### config.mk
export PLATFORM = sky130hd
export DESIGN_NAME = io_uart_tx
export DESIGN_NICKNAME = d
export VERILOG_FILES = /design/src/rtl/io_uart_tx.sv
export SDC_FILE = /design/constraint.sdc
export NUM_CORES = 1
export LEC_CHECK = 0
export ABC_AREA = 1
export CAP_MARGIN = 20
export CORE_MARGIN = 4
export CORE_UTILIZATION = 47
export CTS_CLUSTER_DIAMETER = 200
export DETAILED_ROUTE_END_ITERATION = 6
export GPL_TIMING_DRIVEN = 0
export MAX_ROUTING_LAYER = met4
export PLACE_DENSITY_LB_ADDON = 0.3
export SYNTH_ARGS = -nofsm -noshare
export SYNTH_HDL_FRONTEND = slang
export SYNTH_SLANG_ARGS = --single-unit
export TNS_END_PERCENT = 100
### constraint.sdc
create_clock -name clk -period 2.45 [get_ports clk]
set_input_delay 0.245 -clock clk [delete_from_list [all_inputs] [get_ports clk]]
set_output_delay 0.245 -clock clk [all_outputs]
set_load 0.005 [all_outputs]
### src/rtl/io_uart_tx.sv
// io_uart_tx: memory-mapped UART transmitter (8N1) fed by a byte FIFO.
// Latency: a byte written into an empty FIFO with the line idle starts its start bit one clock later.
// Backpressure: none on the bus; a write to a full FIFO is dropped and latches the sticky ovf flag.
//
// Optional feature macro: UART_PARITY_EN (adds an even-parity bit, frame becomes 11 bits).
//
// Ports:
//   clk, rst            system clock, asynchronous active-low reset
//   ce, we, addr        IO-bus chip enable, write enable, byte address (addr[3:2] decoded)
//   wtData, rdData      IO-bus write data, combinational read data
//   txd                 registered serial output, idles high
//   busy                frame in progress or FIFO non-empty
//
// Register map (addr[3:2]):
//   0  write: TX data, wtData[7:0] pushed into the FIFO
//   1  write: wtData[3]=1 clears ovf
//      read : {24'b0, count[3:0], ovf, busy, full, empty}
`timescale 1ns/1ps
module io_uart_tx #(
  parameter int unsigned CLK_DIV    = 868,
  parameter int unsigned FIFO_DEPTH = 8
) (
  input  logic        clk,
  input  logic        rst,
  input  logic        ce,
  input  logic        we,
  input  logic [31:0] addr,
  input  logic [31:0] wtData,
  output logic [31:0] rdData,
  output logic        txd,
  output logic        busy
);

  localparam int unsigned AW      = $clog2(FIFO_DEPTH);
  localparam logic [AW-1:0] PTR_ONE = AW'(1);
  localparam logic [15:0] DIV_M1  = 16'(CLK_DIV - 1);
  localparam logic [4:0]  DEPTH_C = 5'(FIFO_DEPTH);

`ifdef UART_PARITY_EN
  typedef enum logic [2:0] {IDLE, START, DATA, PARITY, STOP} state_t;
`else
  typedef enum logic [1:0] {IDLE, START, DATA, STOP} state_t;
`endif

  // ---------------------------------------------------------------- FIFO
  logic [7:0]    mem_q [FIFO_DEPTH];
  logic [AW-1:0] wr_ptr_q, wr_ptr_d;
  logic [AW-1:0] rd_ptr_q, rd_ptr_d;
  logic [4:0]    count_q, count_d;
  logic          ovf_q, ovf_d;
  logic          empty, full;
  logic          wr_sel, ctl_sel, push, pop;

  // ---------------------------------------------------------------- transmitter
  state_t        state_q;
  logic [15:0]   cnt_q;
  logic [2:0]    bit_idx_q;
  logic [7:0]    shift_q;
  logic          txd_q;
`ifdef UART_PARITY_EN
  logic          parity_q;
`endif

  assign empty   = (count_q == 5'd0);
  assign full    = (count_q == DEPTH_C);
  assign wr_sel  = ce && we && (addr[3:2] == 2'd0);
  assign ctl_sel = ce && we && (addr[3:2] == 2'd1);

  // Fullness is the registered value, so a pop on the same edge never makes room for the write.
  assign push = wr_sel && !full;

  // The FSM takes a byte either from IDLE or on the last cycle of a stop bit, which is what
  // makes back-to-back frames contiguous.
  assign pop = !empty && ((state_q == IDLE) || ((state_q == STOP) && (cnt_q == 16'd0)));

  always_comb begin
    wr_ptr_d = wr_ptr_q;
    rd_ptr_d = rd_ptr_q;
    count_d  = count_q;
    ovf_d    = ovf_q;
    if (push) wr_ptr_d = wr_ptr_q + PTR_ONE;
    if (pop)  rd_ptr_d = rd_ptr_q + PTR_ONE;
    case ({push, pop})
      2'b10:   count_d = count_q + 5'd1;
      2'b01:   count_d = count_q - 5'd1;
      default: count_d = count_q;
    endcase
    // A dropped write wins over a clear in the same cycle.
    if (wr_sel && full)               ovf_d = 1'b1;
    else if (ctl_sel && wtData[3])    ovf_d = 1'b0;
  end

  always_ff @(posedge clk or negedge rst) begin
    if (!rst) begin
      wr_ptr_q <= '0;
      rd_ptr_q <= '0;
      count_q  <= '0;
      ovf_q    <= 1'b0;
    end else begin
      wr_ptr_q <= wr_ptr_d;
      rd_ptr_q <= rd_ptr_d;
      count_q  <= count_d;
      ovf_q    <= ovf_d;
    end
  end

  // Storage needs no reset: contents are only visible through the reset pointers.
  always_ff @(posedge clk) begin
    if (push) mem_q[wr_ptr_q] <= wtData[7:0];
  end

  // ---------------------------------------------------------------- FSM
  // cnt_q is loaded with CLK_DIV-1 at the start of every bit; the bit ends on the edge where it is 0.
  always_ff @(posedge clk or negedge rst) begin
    if (!rst) begin
      state_q   <= IDLE;
      cnt_q     <= '0;
      bit_idx_q <= '0;
      shift_q   <= '0;
      txd_q     <= 1'b1;
`ifdef UART_PARITY_EN
      parity_q  <= 1'b0;
`endif
    end else if (pop) begin
      shift_q   <= mem_q[rd_ptr_q];
`ifdef UART_PARITY_EN
      parity_q  <= ^mem_q[rd_ptr_q];
`endif
      bit_idx_q <= '0;
      cnt_q     <= DIV_M1;
      txd_q     <= 1'b0;
      state_q   <= START;
    end else begin
      case (state_q)
        IDLE: begin
          txd_q <= 1'b1;
        end
        START: begin
          if (cnt_q == 16'd0) begin
            txd_q     <= shift_q[0];
            shift_q   <= {1'b0, shift_q[7:1]};
            bit_idx_q <= '0;
            cnt_q     <= DIV_M1;
            state_q   <= DATA;
          end else begin
            cnt_q <= cnt_q - 16'd1;
          end
        end
        DATA: begin
          if (cnt_q == 16'd0) begin
            cnt_q <= DIV_M1;
            if (bit_idx_q == 3'd7) begin
              bit_idx_q <= '0;
`ifdef UART_PARITY_EN
              txd_q     <= parity_q;
              state_q   <= PARITY;
`else
              txd_q     <= 1'b1;
              state_q   <= STOP;
`endif
            end else begin
              txd_q     <= shift_q[0];
              shift_q   <= {1'b0, shift_q[7:1]};
              bit_idx_q <= bit_idx_q + 3'd1;
            end
          end else begin
            cnt_q <= cnt_q - 16'd1;
          end
        end
`ifdef UART_PARITY_EN
        PARITY: begin
          if (cnt_q == 16'd0) begin
            txd_q   <= 1'b1;
            cnt_q   <= DIV_M1;
            state_q <= STOP;
          end else begin
            cnt_q <= cnt_q - 16'd1;
          end
        end
`endif
        STOP: begin
          // Reaching here with cnt_q==0 means the FIFO was empty (otherwise pop fired).
          if (cnt_q == 16'd0) state_q <= IDLE;
          else                cnt_q   <= cnt_q - 16'd1;
        end
        default: begin
          txd_q   <= 1'b1;
          state_q <= IDLE;
        end
      endcase
    end
  end

  assign txd  = txd_q;
  assign busy = (state_q != IDLE) || !empty;

  // ---------------------------------------------------------------- read path
  always_comb begin
    rdData = 32'h0;
    if (ce && !we && (addr[3:2] == 2'd1))
      rdData = {24'h0, count_q[3:0], ovf_q, busy, full, empty};
  end

  logic unused_bits;
  assign unused_bits = ^{addr[31:4], addr[1:0], wtData[31:8]};

endmodule

[After elaboration in Yosys (flattened, before gate mapping)]
Memories as Yosys holds them, arrays and structs flattened.
Cells that the tools add are included.
Operators by class
  equal/unequal tests: 14
  add/subtract/negate cells: 6
  shift operators: 0
  bitwise operators: 0
  multiply operators: 0
  div/mod/pow operators: 0
  muxes and demuxes: 31
  $lt $le $gt $ge: 0
  reductions and logical operators: 32
Operator list (count)
  $mux W16: 3
  $mux W8: 5
  $pmux W16 S2: 1
  $logic_not A16 Y1: 1
  $pmux W8 S2: 1
  $sub A16 B1 Y16 const B: 1
  $ne A3 B3 Y1 const B: 5
  $mux W3: 4
  $logic_and A1 B1 Y1: 10
  $mux W2: 5
  $pmux W5 S2: 1
  $add A3 B1 Y3 const B: 3
  $mux W1: 8
  $reduce_bool A4 Y1: 2
  $eq A2 B1 Y1 const B: 3
  $eq A2 B2 Y1 const B: 3
  $pmux W2 S3: 1
  $pmux W3 S2: 1
  $reduce_and A3 Y1: 2
  $reduce_bool A2 Y1: 3
  $reduce_bool A3 Y1: 2
  $add A5 B1 Y5 const B: 1
  $eq A5 B4 Y1 const B: 1
  $logic_not A5 Y1: 1
  other kinds (11): 15
Word-level totals
  register bits: 42
  RAM bits: 64
  input port bits: 68
  output and inout port bits: 34
  memories: 1
  word-level logic and storage cells: 93
  bits in latches: 0
  bits in read-only memories: 0
Memories
  mem_q: depth 8, width 8, rd ports 1, clocked after memory_dff 0, write ports 1, line 46  | logic [7:0] mem_q [FIFO_DEPTH];

[Depth between registers and ports, before layout]
  word-level depth: 6
  gate-level depth with buffers: 21
  mapped depth without buffers: 20

[Least setup slack after synthesis]
No wires, ideal clock.
  kind: flip-flop to flip-flop
  from: register cnt_q[0]
  to: register count_q[4]
  path buffers: 1
  stages on the path, launching flop included: 22
  arrival: 2.464 ns
  data required time: 2.367 ns
  setup time: 0.083 ns
  clock period less this slack: 2.547 ns
  setup slack: -0.097 ns
  cells stage by stage: dfrtp_1 > inv_1 > ha_1 > nand2_2 > nor2_2 > nand3_1 > nand2_1 > nand2_2 > inv_2 > buf_6 > ha_1 > xor2_1 > ha_1 > inv_1 > nand2_1 > nand2_1 > nand2_1 > nand2_1 > nand2_1 > xor2_1 > nand2_1 > o21ai_0
On the way
  longest elaborated chain between the ends: 6
  elaborated cells between the ends (all ways): 8
  those cells by class: eq/ne: 2; mux: 1; reduce/logical: 5
RTL lines
  from (decl): line 56  | logic [15:0] cnt_q;
  from (signal assigned): line 146  | cnt_q <= cnt_q - 16'd1;
  from (signal assigned): line 167  | cnt_q <= cnt_q - 16'd1;
  from (signal assigned): line 184  | else cnt_q <= cnt_q - 16'd1;
  $logic_not A16 Y1 *: line 74  | assign pop = !empty && ((state_q == IDLE) || ((state_q == STOP) && (cnt_q == 16'd0)));
  $logic_and A1 B1 Y1 *: line 74
  $logic_or A1 B1 Y1 *: line 74
  $logic_and A1 B1 Y1 *: line 74
  $eq A2 B1 Y1 / $eq A2 B2 Y1 (equally long branches): line 83  | case ({push, pop})
  $pmux W5 S2 / $reduce_bool A2 Y1 (equally long branches)
  to (signal assigned): line 102  | count_q <= count_d;
  to (decl): line 49  | logic [4:0] count_q, count_d;
Every way passes the cells marked *; elsewhere a longest branch is shown, timed or not.
A chain may end at the register's enable or synchronous reset.

[Worst setup path in the final report]
  from: register cnt_q[9]
  to: register count_q[4]
Same word-level chain as after synthesis.

==> impl_metrics.toml <==
[route]
avgRoutedWirePerCell_um = 15.58
drtPass1Iterations = 5
vias = 4010
vias_per_cell = 5.201
drc_errors = 0
ant_nets = 0
drt_iter0_drc = 271
wirelength_mm = 12.01

[cells_and_area]
syn_to_final_growth_pct = 22.11
fin_util_pct = 59.40
antennaDiodeCount = 0
fillCellCount = 867
final_nets = 708
multiInputGateArea_um2 = 2202
fin_area_um2 = 6496
regArea_um2 = 2979
drive_above_1_share_pct = 20.92

[critical_path]
worstReg2RegEnd = "count_q[4]$_DFFE_PN0P_"
setup.worst_path.end_class = "register"
cp-start-kind = "register"
cp_max_fo = 4
r2r_cells = 19
rrSetupSlack_ps = 50
critical_path_class = "register to register"
crit_arrival_ps = 2670
reg2reg_from = "cnt_q[9]$_DFFE_PN0P_"
required_ps = 2730

[job]
cap_viol_max_count = 0

[placed_design]
portBuffers = 23
routabilityCongestion = 0.9272
hpwlAfterDp_mm = 7.994
placed_cell_area_um2 = 5862

[yosys]
syn_inst = 544
ys_ff_latch = 106
synth_edf_count = 64
synth_area_um2 = 5320
seq_area_frac_synth_pct = 55.90
synth.distinct_cells = 42
synth_area_leaders = "edfxtp_1 36%, dfrtp_1 19%, nand2_1 9.3%, nor2_1 3.9%, buf_4 3.5%"
syn_area_per_cell_um2 = 9.780
ys_warn_count = 0
synthFlopType = "edfxtp_1"
yosysTopAreaCell = "edfxtp_1"
async_flop_share_pct = 39.62
synth_top_area_share_pct = 36.12

[timing]
final_hold_viol_count = 0
period_minus_slack_ps = 2397
timing.fmax_mhz = 417.3
relSlewSlack_pct = 42.09
setup_viol = 0
skew_ps = 10.25
tightestPinTransition_ps = 865.5
drv_slew = 0
tns_ps = 0
fin_crit_sh_pct = 97.82
rsz0062_at_grt = "true"

[cts]
htree_num_levels = 3
cts_tree = "done"
clockBufferDepth = 2
clk_latency_ps = 350
numClockSinks = 106
cts_buffers = 9
cts.clk_slew.worst_paths_ps = 70
cts-root-buf = "clkbuf_16"

[global_route]
grt_max_degree = 25
antenna_found_initial = 0
grt_pass1_wl_mm = 19.02
grt_pass1_vias = 3894
grt_usage_pct = 19.02
grt-ovfl-total = 0

[floorplan]
num_rows = 38
die_y_um = 114.4
fp.dieW_um = 114.4
initial_core_util_pct = 48.65
die_area_um2 = 13090
core-area_um2 = 10940
io_pins = 102

[min_path]
hp-class = "input port to async pin"

[power]
p_total_w = 0.004047
p_per_area_nw_per_um2 = 623.0
ir_worst_vdd_v = 0.0004501
total_leakage_power_nw = 2.827

[outcome]
status = "finished clean"
-- kinds of logic (layout without fill, tap and decap cells) --
kind of cell / Yosys count / in the layout / synth area share (%)
compound gates: 68 / 68 / 7.644
buf+inv: 76 / 140 / 7.691
fa+ha+maj: 14 / 14 / 3.293
other cells: 1 / 24 / 0.07049
mux: 14 / 14 / 2.634
flops: 106 / 106 / 55.90
xor+xnor: 18 / 18 / 2.963
simple gates: 247 / 247 / 19.80
-- registers in the layout (all words and copies together) (netlist names) --
| name | cells |
|---|---|
| bit_idx_q | 3 |
| count_q | 5 |
| mem_q | 64 |
| ovf_q | 1 |
| state_q | 2 |
| wr_ptr_q | 3 |
| cnt_q | 16 |
| txd | 1 |
| rd_ptr_q | 3 |
| shift_q | 8 |
-- area by class of cell --
type	instances	area share (%)
Clock inverter	6	1.175
Multi-Input combinational cell	385	33.90
Inverter	37	2.215
Timing Repair Buffer	50	6.722
Buffer	37	3.910
Clock buffer	10	3.525
Sequential cell	106	45.86
Tap cell	140	2.696
-- per-stage QoR --
| step | instances | hold WS, ps | setup WS [ps] |
|---|---|---|---|
| finish | 771 | 375.8 | 53.38 |
| detailed placement | 735 | 222.2 | -330.5 |
| global route | 771 | 409.2 | -151.1 |
| CTS | 757 | 385.4 | 1.611 |
| floorplan | 567 | -50.59 | 11.96 |
| global placement | 730 | 459.6 | -532.7 |
-- placed cells by master, fill, tap and decap left out, types with 15 or more instances in the layout --
cell type	instances
nand2_1	124
edfxtp_1	64
nor2_1	47
buf_4	45
dfrtp_1	37
inv_1	30
o21ai_0	30
nand3_1	29
conb_1	24
clkdlybuf4s50_1	22
o22ai_1	15
-- cells in the mapped netlist, types with 4 or more instances --
cell	number
clkbuf_1	5
edfxtp_1	64
buf_2	6
o21ai_0	31
nor2_2	6
nand2_1	132
nor2_1	55
ha_1	14
o22ai_1	15
xor2_1	15
mux2i_1	14
o21ai_1	4
inv_1	33
dfrtp_1	41
nand2_2	5
buf_4	25
nor3_1	8
a21oi_1	8
nand3_1	30
-- layer usage --
metal | track usage [%] | wire [µm] | vias to the layer above
met5 | - | 0 | -
met4 | 7.047 | 288 | 0
met3 | 3.647 | 592 | 28
met2 | 32.09 | 6038 | 131
met1 | 22.67 | 5095 | 1904
li1 | - | - | 1947
-- timing repair --
action	CTS	global route
hold buffers	1	0
endpoints found under the hold margin	17	0
pin swaps	0	13
setup endpoints to repair	4	29
gates resized for setup	6	45
buffers inserted	6	15
-- critical path, cell delays in order, from the launching register on --
cell and delay (ps):
dfrtp_1 440, nor2_2 190, nand2_2 100, nor2_4 120
nand3_2 80, nand2_2 100, nand2_4 70, clkinv_4 70
ha_4 140, xor2_2 170, ha_2 210, inv_2 40
nand2_2 60, nand2_2 70, nand2_2 70, nand2_1 50
nand2_1 70, xor2_1 140, nand2_1 60, o21ai_1 70
-- power breakdown --
group	switching [W]	internal [W]	leakage, nW	total [W]
registers	0.0000903	0.00198	1.08	0.00207
clock network	0.000686	0.000816	0.150	0.00150
logic	0.000286	0.000191	1.60	0.000477
total	0.00106	0.00299	2.83	0.00405
-- how the worst max path moves through the flow --
stage / start / to / cells after the start
2_1_floorplan: cnt_q[0]$_DFFE_PN0P_ / count_q[4]$_DFFE_PN0P_ / 21
4_1_cts: cnt_q[1]$_DFFE_PN0P_ / count_q[4]$_DFFE_PN0P_ / 20
3_5_place_dp: cnt_q[0]$_DFFE_PN0P_ / count_q[4]$_DFFE_PN0P_ / 21
3_3_place_gp: ce / mem_q[4][6]$_DFFE_PP_ / 6
5_1_grt: cnt_q[8]$_DFFE_PN0P_ / count_q[4]$_DFFE_PN0P_ / 19
6_report: cnt_q[9]$_DFFE_PN0P_ / count_q[4]$_DFFE_PN0P_ / 19
Note: power is estimated with default switching activity, not from simulation.
